$ cat src/rtl/fwd_hazard_ctrl_pkg.sv
// Shared pipeline definitions for the forwarding/hazard controller:
// operand-select codes and the shadow-slot record.
package fwd_hazard_ctrl_pkg;

   // Slot rd fields are sized for the widest supported register address.
   // Narrower addresses are zero-extended on entry.
   localparam int RD_MAX_W = 8;

   typedef logic [1:0]          fwd_sel_t;
   typedef logic [RD_MAX_W-1:0] reg_addr_t;

   localparam fwd_sel_t FWD_RF  = 2'b00;
   localparam fwd_sel_t FWD_MEM = 2'b01;
   localparam fwd_sel_t FWD_WB  = 2'b10;

   typedef struct packed {
      logic      valid;
      reg_addr_t rd;
      logic      reg_write;
      logic      mem_read;
   } slot_t;

   // True when the slot produces a forwardable result for register r (never x0).
   function automatic logic slot_writes(input slot_t s, input reg_addr_t r);
      return s.valid && s.reg_write && (s.rd != '0) && (s.rd == r);
   endfunction

endpackage

$ cat src/rtl/fwd_hazard_ctrl_sel.sv
// Combinational forwarding select for one EX operand.
// The MEM result is newer than the WB result, so MEM wins when both match.
module fwd_sel_unit
   import fwd_hazard_ctrl_pkg::*;
(
   input  slot_t     mem_slot,
   input  slot_t     wb_slot,
   input  reg_addr_t src,
   input  logic      use_src,
   output fwd_sel_t  sel
);

   always_comb begin
      sel = FWD_RF;
      if (use_src) begin
         if (slot_writes(mem_slot, src)) begin
            sel = FWD_MEM;
         end else if (slot_writes(wb_slot, src)) begin
            sel = FWD_WB;
         end
      end
   end

endmodule

$ cat src/rtl/fwd_hazard_ctrl.sv
// Forwarding and hazard controller: shadow EX/MEM/WB slots, operand forwarding
// selects, load-use stall/bubble generation and a saturating stall counter.
module fwd_hazard_ctrl
   import fwd_hazard_ctrl_pkg::*;
#(
   parameter int REG_ADDR_W = 5,
   parameter int CNT_W      = 16
) (
   input  logic                  clk,
   input  logic                  arst,
   input  logic [REG_ADDR_W-1:0] id_rs1,
   input  logic [REG_ADDR_W-1:0] id_rs2,
   input  logic                  id_use_rs1,
   input  logic                  id_use_rs2,
   input  logic [REG_ADDR_W-1:0] id_rd,
   input  logic                  id_reg_write,
   input  logic                  id_mem_read,
   input  logic                  flush,
   input  logic                  cnt_clear,
   output logic [1:0]            fwd_a_sel,
   output logic [1:0]            fwd_b_sel,
   output logic                  stall,
   output logic                  id_ex_bubble,
   output logic [CNT_W-1:0]      stall_cnt
);

   slot_t     ex_slot, mem_slot, wb_slot;
   reg_addr_t ex_rs1, ex_rs2;
   logic      ex_use_rs1, ex_use_rs2;

   reg_addr_t id_rs1_ext, id_rs2_ext, id_rd_ext;
   logic      load_use;

   assign id_rs1_ext = RD_MAX_W'(id_rs1);
   assign id_rs2_ext = RD_MAX_W'(id_rs2);
   assign id_rd_ext  = RD_MAX_W'(id_rd);

   // A load in EX whose rd is consumed by the ID instruction cannot forward in time.
   assign load_use = ex_slot.valid && ex_slot.mem_read && ex_slot.reg_write &&
                     (ex_slot.rd != '0) &&
                     ((id_use_rs1 && (id_rs1_ext == ex_slot.rd)) ||
                      (id_use_rs2 && (id_rs2_ext == ex_slot.rd)));

   // A flushed ID instruction is dead, so it never needs holding.
   assign stall        = load_use && !flush;
   assign id_ex_bubble = stall || flush;

   always_ff @(posedge clk or posedge arst) begin
      if (arst) begin
         ex_slot    <= '0;
         mem_slot   <= '0;
         wb_slot    <= '0;
         ex_rs1     <= '0;
         ex_rs2     <= '0;
         ex_use_rs1 <= 1'b0;
         ex_use_rs2 <= 1'b0;
      end else begin
         wb_slot  <= mem_slot;
         mem_slot <= ex_slot;
         if (id_ex_bubble) begin
            ex_slot    <= '0;
            ex_rs1     <= '0;
            ex_rs2     <= '0;
            ex_use_rs1 <= 1'b0;
            ex_use_rs2 <= 1'b0;
         end else begin
            ex_slot    <= '{valid: 1'b1, rd: id_rd_ext,
                            reg_write: id_reg_write, mem_read: id_mem_read};
            ex_rs1     <= id_rs1_ext;
            ex_rs2     <= id_rs2_ext;
            ex_use_rs1 <= id_use_rs1;
            ex_use_rs2 <= id_use_rs2;
         end
      end
   end

   always_ff @(posedge clk or posedge arst) begin
      if (arst) begin
         stall_cnt <= '0;
      end else if (cnt_clear) begin
         stall_cnt <= '0;
      end else if (stall && (stall_cnt != '1)) begin
         stall_cnt <= stall_cnt + CNT_W'(1);
      end
   end

   fwd_sel_unit u_fwd_a (
      .mem_slot (mem_slot),
      .wb_slot  (wb_slot),
      .src      (ex_rs1),
      .use_src  (ex_use_rs1),
      .sel      (fwd_a_sel)
   );

   fwd_sel_unit u_fwd_b (
      .mem_slot (mem_slot),
      .wb_slot  (wb_slot),
      .src      (ex_rs2),
      .use_src  (ex_use_rs2),
      .sel      (fwd_b_sel)
   );

   // The load-use stall must keep a loaded value from ever being taken from EX/MEM.
   assert property (@(posedge clk) disable iff (arst)
      !(mem_slot.valid && mem_slot.mem_read &&
        ((fwd_a_sel == FWD_MEM) || (fwd_b_sel == FWD_MEM))));

endmodule

$ cat config.mk
export PLATFORM = sky130hd
export DESIGN_NAME = fwd_hazard_ctrl
export DESIGN_NICKNAME = d
export VERILOG_FILES = /design/src/rtl/fwd_hazard_ctrl_pkg.sv /design/src/rtl/fwd_hazard_ctrl_sel.sv /design/src/rtl/fwd_hazard_ctrl.sv
export SDC_FILE = /design/constraint.sdc
export NUM_CORES = 1
export LEC_CHECK = 0
export ABC_AREA = 1
export BUFFER_PORTS_ARGS = -buffer_cell sky130_fd_sc_hd__buf_4
export CAP_MARGIN = 0
export CORE_ASPECT_RATIO = 1.2
export CORE_UTILIZATION = 49
export CTS_CLUSTER_DIAMETER = 80
export DETAILED_ROUTE_END_ITERATION = 16
export GPL_TIMING_DRIVEN = 0
export HOLD_SLACK_MARGIN = 0.06
export PLACE_DENSITY_LB_ADDON = 0.05
export SLEW_MARGIN = 0
export SYNTH_ARGS = -nofsm -noshare
export SYNTH_HDL_FRONTEND = slang
export SYNTH_SLANG_ARGS = --single-unit
$ cat constraint.sdc
create_clock -name clk -period 1.7 [get_ports clk]
set_input_delay 0.17 -clock clk [delete_from_list [all_inputs] [get_ports clk]]
set_output_delay 0.17 -clock clk [all_outputs]
set_load 0.01 [all_outputs]
==> impl_metrics.ini <==
[run_status]
status = complete, but fails checks
violations = setup timing

[sta]
rsz0062_at_grt = yes
setup_ws_ns = -0.00456
hold_violations = 0
post-route-period-util_pct = 100
hold_ws_ns = 0.0809
skew_ns = 0.00617
fin_crit_ns = 1.70
setup-violations-final = 2
worst_pin_slew_ns = 0.481
timing.slew.headroom_pct = 67.9
timing.final.max_slew_violations = 0
max_freq_ghz = 0.587

[setup_path]
critical_path_required_ns = 1.53
start_kind = flip-flop
critPathArrivalTime_ns = 1.53
cp_cell_sequence = or2_4 -> a221oi_2 -> nand3_1 -> nor2_1 -> buf_4
cpMaxStageDelayCell = dfrtp_1
path_class = reg2out
cp.buffers_inverters = 1
crit_family = flip-flops
end_kind = output pin
cp_slowest_stage_delay_ns = 0.44
cp_max_fo = 4

[cts]
clk_pin_slew_worst_paths_ns = 0.09
cts_buffer_depth = 2
cts_buffers = 5
clock_sinks = 50
ctsRootBufferMaster = clkbuf_8
cts_tree = built
worstSkewPairLatency_ns = 0.30
h-tree-depth = 2

[grt]
grt_max_degree = 43
grt_first_pass_wirelength_mm = 9.22
overflow = 0
grt.total_usage_pct = 22.9
grt_pass1_vias = 2169
antenna_found_initial = 0

[yosys]
postSynthAreaPerCell_um2 = 7.84
synth_nets = 355
postSynthCellCount = 331
syn-cell-area_mm2 = 0.00259
synth-edff-count = 0
synthTopCellsByArea = dfrtp_1 48%, nand2_1 13%, nor2_1 8.4%, nand3_1 6.0%, inv_1 5.8%
ys_async_sr_fraction_pct = 100
yosys_most_used_dff = dfrtp_1
netlist.area_leader.share_pct = 48.2
synth_seq_area_share_pct = 48.2
ys_ff_latch = 50
yosys.area.top_type = dfrtp_1
synth.distinct_cells = 27
yosys_warnings = 0

[routing]
dr_total_vias = 2280
wire_per_inst_um = 13.2
drc = 0
vias_per_cell = 5.00
dr.pass1.iters = 5
ant_nets = 0
drt_iter0_markers = 87
routed_wl_mm = 6.02

[pwr]
peakVddDrop_uv = 521
power_density_mw_per_mm2 = 713
leakagePower_nw = 1.80

[floorplan]
io_pins = 45
row_count = 28
dieArea_mm2 = 0.00559
fp.coreArea_mm2 = 0.00501
die_h_um = 81.7
initial_utilization_pct = 51.8
chipWidth_um = 68.4

[cells_and_area]
drive_above_1_share_pct = 29.5
nets = 419
n_antenna_cell = 0
syn2layout_area_growth_pct = 31.6
final_cell_mix = 70 x nand2_1, 54 x nor2_1, 50 x buf_4, 48 x dfrtp_1, 34 x inv_1
layout_commonest_cell = nand2_1

[placed_design]
port_buffers = 44
dp_hpwl_mm = 4.38
place_ws_ns = -0.0512
routabilityCongestion = 0.922

[flow_run]
drv_cap = 0

[hold_path]
hp-class = in2reg
## metrics by stage
stage                     utilization (%)  instances  total power [mW]  area (um2)  TNS (ns)
after floorplan                         -        331              1.47        2590         0
after global placement               59.9        435              1.58        3000    -14.32
after detailed placement             60.3        436              1.59        3020    -0.403
after CTS                            64.0        451              2.42        3210   -0.0584
after global routing                 68.2        456              2.54        3410     -2.58
final                                68.2        456              2.43        3410  -0.00678
## repair_timing
action	CTS	global route
resized for setup	9	45
endpoints found under the hold margin	8	0
endpoints found under the setup margin	13	21
pin swaps	4	13
cloned	0	1
buffers inserted	6	5
hold buffers	1	0
## sequential cells by signal, summed over array words and instances, names as in the netlist
signal / cells
stall_cnt: 16
ex_slot: 8
mem_slot: 7
wb_slot: 7
ex_rs1: 5
ex_rs2: 5
ex_use_rs1: 1
ex_use_rs2: 1
## logic make-up (layout without fill, tap and decap cells)
kind of cell               count (synthesis)  count (layout)  share of synthesized area [%]
AOI/OAI and AO/OA                          9               9                           1.98
xor gates and xnor gates                  26              26                           8.78
adders and majority gates                  1               1                          0.482
buffers and inverters                     50             115                           7.91
DFF                                       50              50                           48.2
and+or+nand+nor                          195             195                           32.6
## cells in the mapped netlist (4+ instances only)
library cell and instances:
dfrtp_1 50, inv_1 40, nand3_1 31, nor2_1 58
nand4_1 4, xnor2_1 16, nor3_1 4, xor2_1 10
nand2_1 88, o21ai_0 4
## power breakdown
part / switching [mW] / internal, mW
logic: 0.175 / 0.161
clock network: 0.367 / 0.439
registers: 0.0524 / 1.24
total: 0.595 / 1.84
## routing by layer
metal	vias to the layer above	part of all wire (%)	global-route usage, %
li1	1142	-	-
met1	1082	37	22.3
met2	45	59	45.4
met3	11	2.8	3.47
met4	0	1.9	10.4
met5	-	0	0
## path summary, 6_finish.rpt
kind / from / end / slack [ns] / depth (start not counted)
max: wb_slot[4]$_DFF_PP0_ / fwd_a_sel[1] / -0.005 / 5
min: id_rd[1] / ex_slot[3]$_DFF_PP0_ / 0.08 / 3
max reg2reg: ex_slot[6]$_DFF_PP0_ / stall_cnt[0]$_DFFE_PP0P_ / -0.005 / 12
min reg2reg: mem_slot[1]$_DFF_PP0_ / wb_slot[1]$_DFF_PP0_ / 0.38 / 0
max in group asynchronous: arst / mem_slot[5]$_DFF_PP0_ / 0.87 / 4
min in group asynchronous: arst / stall_cnt[2]$_DFFE_PP0P_ / 0.34 / 3
## worst min-delay path: cells and delay by family
kind	cells	cell delay, ns
buffers and inverters	2	0.15
AND/OR/NAND/NOR	1	0.03
## final cells by class
cell class                      instances  area, um2
Clock buffer                            6       72.6
Tap cell                               60       75.1
Sequential cell                        50       1250
Multi-Input combinational cell        231       1280
Inverter                               44        165
Clock inverter                          2       37.5
Buffer                                  5       38.8
Timing Repair Buffer                   58        487
Fill cell                             436       1600
Power figures use the tool's default switching activity.
